<file path="src/rtl/timer_counter_pkg.sv">
// Shared definitions for the memory-mapped countdown timer: register
// offsets, CTRL field positions, mode codes and the FSM state encoding.
package timer_counter_pkg;

  // Word offsets within one timer window (bridge passes Addr[3:2]).
  localparam logic [1:0] OFF_CTRL   = 2'd0;
  localparam logic [1:0] OFF_PRESET = 2'd1;
  localparam logic [1:0] OFF_COUNT  = 2'd2;

  // CTRL bit positions.
  localparam int CTRL_EN_BIT   = 0;
  localparam int CTRL_MODE_LSB = 1;
  localparam int CTRL_MODE_MSB = 2;
  localparam int CTRL_IM_BIT   = 3;

  // MODE codes; any code other than auto-reload behaves as one-shot.
  localparam logic [1:0] MODE_ONESHOT = 2'b00;
  localparam logic [1:0] MODE_RELOAD  = 2'b01;

  // Timer FSM states.
  typedef enum logic [1:0] {
    ST_IDLE = 2'd0,
    ST_LOAD = 2'd1,
    ST_CNT  = 2'd2,
    ST_INT  = 2'd3
  } state_t;

  // True only for the auto-reload code; 1x falls back to one-shot.
  function automatic logic is_reload(input logic [1:0] mode);
    return mode == MODE_RELOAD;
  endfunction

endpackage

</file>
<file path="src/rtl/timer_counter.sv">
// Countdown timer with CTRL / PRESET / COUNT registers and a maskable
// interrupt. One instance serves one address window of the bridge.
module timer_counter
  import timer_counter_pkg::*;
(
  input  logic        clk,
  input  logic        reset,
  input  logic [1:0]  addr,
  input  logic        we,
  input  logic [31:0] wdata,
  output logic [31:0] rdata,
  output logic        irq
);

  logic        en;
  logic [1:0]  mode;
  logic        im;
  logic [31:0] preset;
  logic [31:0] count;
  logic        irq_flag;
  state_t      state;

  // Timer FSM plus register writes; a bus write on the same edge as a
  // hardware update takes priority over it.
  // NOTE: non-blocking assignments make every read here see the pre-edge
  // value, and a later assignment to the same register in this block wins.
  always_ff @(posedge clk) begin
    if (reset) begin
      en       <= 1'b0;
      mode     <= MODE_ONESHOT;
      im       <= 1'b0;
      preset   <= '0;
      count    <= '0;
      irq_flag <= 1'b0;
      state    <= ST_IDLE;
    end else begin
      case (state)
        ST_IDLE: begin
          if (en) state <= ST_LOAD;
        end
        ST_LOAD: begin
          count <= preset;
          state <= ST_CNT;
        end
        ST_CNT: begin
          if (!en) begin
            state <= ST_IDLE;
          end else if (count <= 32'd1) begin
            // PRESET of 0 or 1 both expire here without wrapping.
            count    <= '0;
            irq_flag <= 1'b1;
            state    <= ST_INT;
          end else begin
            count <= count - 32'd1;
          end
        end
        ST_INT: begin
          state <= ST_IDLE;
          if (is_reload(mode)) irq_flag <= 1'b0;
          else                 en       <= 1'b0;
        end
        default: state <= ST_IDLE;
      endcase

      // Bus writes come last so they override the hardware EN clear.
      if (we) begin
        case (addr)
          OFF_CTRL: begin
            en       <= wdata[CTRL_EN_BIT];
            mode     <= wdata[CTRL_MODE_MSB:CTRL_MODE_LSB];
            im       <= wdata[CTRL_IM_BIT];
            irq_flag <= 1'b0;
          end
          OFF_PRESET: preset <= wdata;
          default: ;  // COUNT is read-only, offset 3 is unused
        endcase
      end
    end
  end

  // Zero-latency read mux for the word selected by addr.
  // NOTE: rdata gets a default before the case so no latch is inferred.
  always_comb begin
    rdata = '0;
    case (addr)
      OFF_CTRL:   rdata = {28'd0, im, mode, en};
      OFF_PRESET: rdata = preset;
      OFF_COUNT:  rdata = count;
      default:    rdata = '0;
    endcase
  end

  assign irq = irq_flag & im;

endmodule
</file>
<file path="config.mk">
export PLATFORM = sky130hd
export DESIGN_NAME = timer_counter
export DESIGN_NICKNAME = d
export VERILOG_FILES = /design/src/rtl/timer_counter_pkg.sv /design/src/rtl/timer_counter.sv
export SDC_FILE = /design/constraint.sdc
export NUM_CORES = 1
export LEC_CHECK = 0
export ABC_AREA = 1
export CORE_ASPECT_RATIO = 0.75
export CORE_MARGIN = 2
export CORE_UTILIZATION = 58
export CTS_CLUSTER_SIZE = 24
export DETAILED_ROUTE_END_ITERATION = 10
export GPL_TIMING_DRIVEN = 0
export PLACE_DENSITY = 0.87
export SLEW_MARGIN = 20
export SYNTH_ARGS = -nofsm -noshare
export SYNTH_HDL_FRONTEND = slang
export SYNTH_SLANG_ARGS = --single-unit
</file>
<file path="constraint.sdc">
create_clock -name clk -period 3.2 [get_ports clk]
set_clock_uncertainty 0.05 [all_clocks]
set_input_delay 0.48 -clock clk [delete_from_list [all_inputs] [get_ports clk]]
set_output_delay 0.48 -clock clk [all_outputs]
set_load 0.03 [all_outputs]
</file>
Yosys cells after proc, flatten, opt, wreduce, memory -nomap -nowiden:

Cells that the tools add are included.
W data, S select, Z words.

* add/sub/neg operators: 1
* $lt $le $gt $ge: 1
* equality and inequality tests: 9
* muxes and demuxes: 18
* bitwise operators: 1
* reduce and logical (&&, ||, !) cells: 7

Operators by type and width (count)
* $pmux W32 S3: 1
* $mux W32: 2
* $pmux W32 S2: 1
* $le A32 B1 Y1 const B: 1
* $sub A32 B1 Y32 const B: 1
* $mux W1: 9
* $pmux W2 S4: 1
* $reduce_and A2 Y1: 4
* $eq A2 B1 Y1 const B: 3
* $eq A2 B2 Y1 const B: 3
* $mux W2: 3
* $logic_not A2 Y1: 2
* $ne A2 B2 Y1 const B: 2
* $ne A3 B3 Y1 const B: 1
* $pmux W1 S2: 1
* $reduce_bool A2 Y1: 1
* $and A1 B1 Y1: 1

* register bits after elaboration: 71
* input bits: 37
* output and inout bits: 33
* word-level logic and storage cells: 44

Logic depth before layout (Yosys ltp):

Gate-level depths: netlist (run 1).

* word-level depth: 6
* gate-level depth with buffers: 10
* mapped depth without buffers: 10

Worst setup path before layout (run 1):

OpenSTA, ideal clock, no wires.

* path type: input to output
* from: input port addr[0]
* to: output port rdata[5]
* data arrival time: 1.667 ns
* required time: 2.670 ns
* path slack: 1.003 ns
* stages on the path: 5
* path buffers: 1
* cells stage by stage: inv_1 -> nor2_2 -> inv_1 -> clkbuf_1 -> o21ai_0

* word-level cells in the longest chain between the ends: 2
* elaborated cells between the ends (all ways): 4
* those cells by class: eq/ne (2); mux (1); reduce/logical (1)

Ends and longest elaborated chain
* start: declaration: RTL line timer_counter.sv:8 `input logic [1:0] addr,`
* $eq A2 B2 Y1 (tied with other cells): RTL line timer_counter.sv:85 `case (addr)`
* $pmux W32 S3 *: RTL line timer_counter.sv:85
* end: declaration: RTL line timer_counter.sv:11 `output logic [31:0] rdata,`

Mark *: on every way between the ends. The rest lies on a longest branch, timed or not.

Worst setup path in the final report (run 1):

* from: input port addr[0]
* to: output port rdata[22]

The elaborated chain is that of the path after synthesis.

==> results of run 1 <==
-- kinds of logic (layout without fill, tap and decap cells) --
kind of cell | after synthesis | in the layout | share of synthesized area (%)
and+or+nand+nor | 202 | 202 | 23.6
xor gates and xnor gates | 12 | 12 | 2.58
AOI/OAI and AO/OA | 210 | 210 | 27.3
DFF | 71 | 71 | 34.9
adders and majority gates | 2 | 2 | 0.614
buffers and inverters | 113 | 198 | 11.0
-- power groups by stage --
stage                     Sequential, mW  Clock (mW)  Combinational (mW)
after floorplan                    0.967           0               0.406
after global placement             0.974           0               0.587
after detailed placement           0.975           0               0.598
after CTS                          0.955       0.654               0.599
after global routing               0.962       0.701               0.669
final                              0.957       0.660               0.619
-- cell usage after synthesis (2+ instances only) --
library cell | instances | area share [%]
a21oi_1 | 98 | 12
nand2_1 | 88 | 8.1
inv_1 | 78 | 7.2
o21ai_0 | 76 | 9.3
dfxtp_1 | 71 | 35
nor2_1 | 57 | 5.2
clkbuf_1 | 27 | 2.5
o22ai_1 | 26 | 4.0
nand3_1 | 22 | 2.7
nand3_2 | 12 | 2.9
xor2_1 | 12 | 2.6
nor2_2 | 5 | 0.77
nor2_4 | 5 | 1.4
inv_2 | 4 | 0.37
nand2_2 | 4 | 0.61
nand4_1 | 4 | 0.61
o221ai_1 | 4 | 0.86
a21oi_2 | 3 | 0.64
buf_6 | 3 | 0.83
ha_1 | 2 | 0.61
-- worst paths after layout --
check / from / end / slack, ps / depth (start not counted)
hold / removal: preset[5] / preset[5] / 420 / 2
setup / recovery: addr[0] / rdata[22] / 40 / 7
hold reg to reg: preset[5] / preset[5] / 420 / 2
setup reg to reg: count[18] / count[31] / 1420 / 9
-- routing by layer --
layer | up-vias | share of wire (%)
li1 | 2189 | -
met5 | - | 0
met3 | 36 | 12
met4 | 0 | 2.3
met2 | 297 | 42
met1 | 2148 | 44
-- flip-flops by register name, summed over array words and instances (netlist names) --
name	count
irq_flag	1
mode	2
en	1
state	2
im	1
preset	32
count	32
-- timing repair --
item                       4_1_cts  5_1_grt
setup endpoints to repair        9       16
setup buffers                    0        0
resized for setup                9       11
cloned                           0        0
-- final cells by class --
cell class	instances	area (um2)
plain buffers	31	144
clock buffers	10	138
clock inverters	6	36.3
fillers	535	1740
inverters	82	308
multi-input cells	426	2210
flip-flops and latches	71	1420
well taps	84	105
repair buffers	69	698
-- per-stage QoR --
stage,hold slack [ps],setup slack [ps],std cells
after floorplan,389,1000,610
after global placement,406,-9.68,763
after detailed placement,413,-41.0,763
after CTS,424,3.04,779
after global routing,442,1.72,779
final,425,42.6,779
-- worst max-delay path, cell delays in order --
cell	delay, ps
clkdlybuf4s50_1	490
inv_1	90
nor2_2	250
inv_1	120
clkbuf_2	280
o22ai_1	210
clkdlybuf4s50_1	700
==> out/metrics.csv, run 1 <==
metric;value;unit
power_density;442;nW/um2
status;completed;
comb_power_share;27.7;%
h-tree-depth;3;
tritoncts;built;
io_buffers;69;
dieArea;7720;um2
globalplace.congestion;1.01;
start_util;60.0;%
synth_edf_count;0;
detail-route-antenna-nets;0;
slew_headroom;48.3;%
num_antenna_cells;0;
wirelength;13.6;mm
ys_seq_area_share;34.9;%
die_width;101;um
max_slew.worst_pin.slew;776;ps
ys_async_sr_fraction;0;%
yosys_most_used_dff;dfxtp_1;
die_h;76.6;um
critPathKind;primary input to primary output;
fmaxAchievable;317;MHz
clk_latency;360;ps
cp.arrival;2630;ps
drt-initial-drc-count;536;
grt_pass1_vias;4215;
p_leak;2.16;nW
antenna_found_initial;0;
crit_path_end_kind;primary output;
clock-root-buffer;clkbuf_8;
grtUsageMet3;10.9;%
syn_avg_cell_area;6.68;um2
yosys_register_bits;71;
drt_first_pass_iters;5;
period_share;98.7;%
drt-wirelength-per-cell;17.5;um
grt_max_degree;13;
core-area;6800;um2
vias_per_cell;5.99;
power_switching;0.809;mW
period_minus_slack;3160;ps
clock_sink_count;71;
layout_common_cells;a21oi_1, nand2_1, inv_1;
irDropWorstVdd;299;uV
drc;0;
finalInstanceArea;5060;um2
cts.path.max_buffers;2;
dp_hpwl;9.98;mm
busiest_layer;met2;
setup_viol;0;
grt_pass1_wl;21.2;mm
final_common_cell;a21oi_1;
hold_viol_final;0;
total_power;2.24;mW
holdBufCountCts;0;
rsz0062_at_grt;no;
pin_count;70;
swShare;36.2;%
netlist_area;4080;um2
hold_path_class;flop to flop;
post_dp_cell_area;4870;um2
finalSetupTns;0;ps
vias;4670;
grt_use_total;36.0;%
cell_internal_pwr;1.43;mW
use_met1;50.9;%
synth_cell_types;29;
cts_buffers;9;
final_nets;729;
netlist_instances;610;
postLayoutCoreUtil;74.4;%
seqPwrFrac;42.8;%
cp_data_required_time;2670;ps
ys_warn_count;0;
grt_overflow_total;0;
syn-num-nets;649;
clk_pin_slew;80;ps
drv_cap;0;
start_kind;primary input;
rows;26;
crit_fanout;10;
met2_usage;52.7;%
drive_gt1_share;8.35;%
final_max_slew_viol_count;0;
syn_to_final_growth;24.1;%
p_clk_share;29.5;%
(Power assumes the default switching activity.)
==> run 2: changes to the inputs <==
CORE_MARGIN = default   (was 2)
==> run 2 against run 1 <==
  * Clock power up 16%
  * Sequential cell count is the same
  * Hold slack lost 6.0 ps
  * Register-to-register slack worse by 20 ps
  * Via count is 1.4% lower
  * Setup slack better by 44 ps
==> out/metrics.csv, run 2 (synthesis gave the netlist of run 1 again) <==
metric;value;unit;change
holdBufCountCts;0;;unchanged
power_density;456;nW/um2;was 442 nW/um2
final_max_slew_viol_count;0;;unchanged
seqPwrFrac;40.9;%;was 42.8%
syn_to_final_growth;26.1;%;was 24.1%
start_kind;primary input;;unchanged
hold_viol_final;0;;unchanged
slew_headroom;45.1;%;was 48.3%
crit_path_end_kind;primary output;;unchanged
hold_path_class;flop to flop;;unchanged
drv_cap;0;;unchanged
fmaxAchievable;321;MHz;was 317 MHz
clock-root-buffer;clkbuf_8;;unchanged
met2_usage;56.2;%;was 52.7%
grt_pass1_wl;20.7;mm;was 21.2 mm
clk_pin_slew;80;ps;about the same
start_util;60.0;%;unchanged
layout_common_cells;a21oi_1, nand2_1, inv_1;;unchanged
critPathKind;primary input to primary output;;unchanged
fillers;525;;was 535
endpoint;rdata[8];;was rdata[22]
rows;26;;unchanged
cp.arrival;2580;ps;was 2630 ps
status;completed;;unchanged
grtUsageMet3;7.61;%;was 10.9%
antenna_found_initial;0;;unchanged
vias;4605;;was 4670
r2r-end;count[22];;was count[31]
period_share;97.3;%;was 98.7%
multi_input_area;2210;um2;unchanged
vias_per_cell;5.91;;was 5.99
cp_data_required_time;2670;ps;about the same
die_width;98.8;um;was 101 um
h-tree-depth;3;;unchanged
rsz0062_at_grt;no;;unchanged
p_leak;2.40;nW;was 2.16 nW
dp_hpwl;10.0;mm;was 9.98 mm
final_nets;729;;unchanged
swShare;34.5;%;was 36.2%
globalplace.congestion;0.954;;was 1.01
grt_use_total;37.3;%;was 36.0%
postLayoutCoreUtil;75.6;%;was 74.4%
crit_fanout;10;;unchanged
die_h;74.6;um;was 76.6 um
comb_power_share;26.4;%;was 27.7%
tritoncts;built;;unchanged
setup_viol;0;;unchanged
use_met1;52.5;%;was 50.9%
io_buffers;69;;unchanged
period_minus_slack;3110;ps;was 3160 ps
max_slew.worst_pin.slew;824;ps;was 776 ps
hold_ws;419;ps;was 425 ps
wirelength;13.7;mm;was 13.6 mm
grt_pass1_vias;4024;;was 4215
cts_buffers;9;;unchanged
drc;0;;unchanged
drt-wirelength-per-cell;17.6;um;was 17.5 um
power_switching;0.808;mW;was 0.809 mW
regArea;1420;um2;unchanged
dieArea;7370;um2;was 7720 um2
detail-route-antenna-nets;0;;unchanged
grt_max_degree;13;;unchanged
p_clk_share;32.7;%;was 29.5%
grt_overflow_total;0;;unchanged
drt_first_pass_iters;5;;unchanged
r2r_start;count[1];;was count[18]
cp-startpoint;addr[0];;unchanged
regToRegSetupSlack;1400;ps;was 1420 ps
worstRegToRegCells;10;;was 9
cts.path.max_buffers;2;;unchanged
clock_sink_count;71;;unchanged
cell_internal_pwr;1.53;mW;was 1.43 mW
total_power;2.34;mW;was 2.24 mW
pin_count;70;;unchanged
num_antenna_cells;0;;unchanged
final_common_cell;a21oi_1;;unchanged
core-area;6800;um2;unchanged
irDropWorstVdd;250;uV;was 299 uV
busiest_layer;met2;;unchanged
reg.largest.list;count (32), preset (32);;unchanged
drt-initial-drc-count;429;;was 536
drive_gt1_share;8.20;%;was 8.35%
clk_latency;360;ps;about the same
-- run 2: what timing repair did --
item,CTS,global route
gates resized for setup,2,26
setup endpoints to repair,4,28
setup buffers,0,0
hold endpoints to repair,0,0
pin swaps,0,0
-- run 2: how the worst min path moves through the flow --
stage	startpoint	cells after the start	end
CTS	preset[5]	2	preset[5]
floorplan	preset[5]	2	preset[5]
global route	preset[12]	2	preset[12]
global placement	preset[5]	2	preset[5]
finish	preset[5]	2	preset[5]
detailed placement	preset[5]	2	preset[5]
-- run 2: critical path, stage by stage --
cell and delay [ps]:
clkdlybuf4s50_1 470, inv_1 80, nor2_2 250, inv_1 110, clkbuf_2 300, o22ai_1 180
clkdlybuf4s50_1 690
-- run 2: final cells by class --
cell class	instances	area share, %
Clock buffer	12	3.02
Multi-Input combinational cell	426	43.0
Clock inverter	4	1.05
Inverter	82	5.99
Tap cell	84	2.04
Buffer	31	2.80
Sequential cell	71	27.7
Timing Repair Buffer	69	14.5
-- run 2: power groups by stage --
| stage | clock [mW] | combinational (mW) | sequential (mW) |
|---|---|---|---|
| 2_1_floorplan | 0 | 0.406 | 0.967 |
| 3_3_place_gp | 0 | 0.588 | 0.974 |
| 3_5_place_dp | 0 | 0.600 | 0.976 |
| 4_1_cts | 0.769 | 0.603 | 0.955 |
| 5_1_grt | 0.804 | 0.669 | 0.962 |
| 6_report | 0.767 | 0.618 | 0.957 |
-- run 2: per-stage QoR --
step / cells / TNS [ps] / setup slack [ps] / cell area [um2]
finish: 779 / 0 / 86.9 / 5140
global placement: 763 / 0 / 5.54 / 4870
detailed placement: 763 / -10.0 / -9.46 / 4870
CTS: 779 / 0 / 0.0417 / 5080
global route: 779 / 0 / 14.8 / 5140
floorplan: 610 / 0 / 1000 / 4080
-- run 2: layer usage --
layer	part of all wire (%)	vias to the layer above
li1	-	2189
met2	42	273
met4	3.4	0
met5	0	-
met1	44	2104
met3	10	39
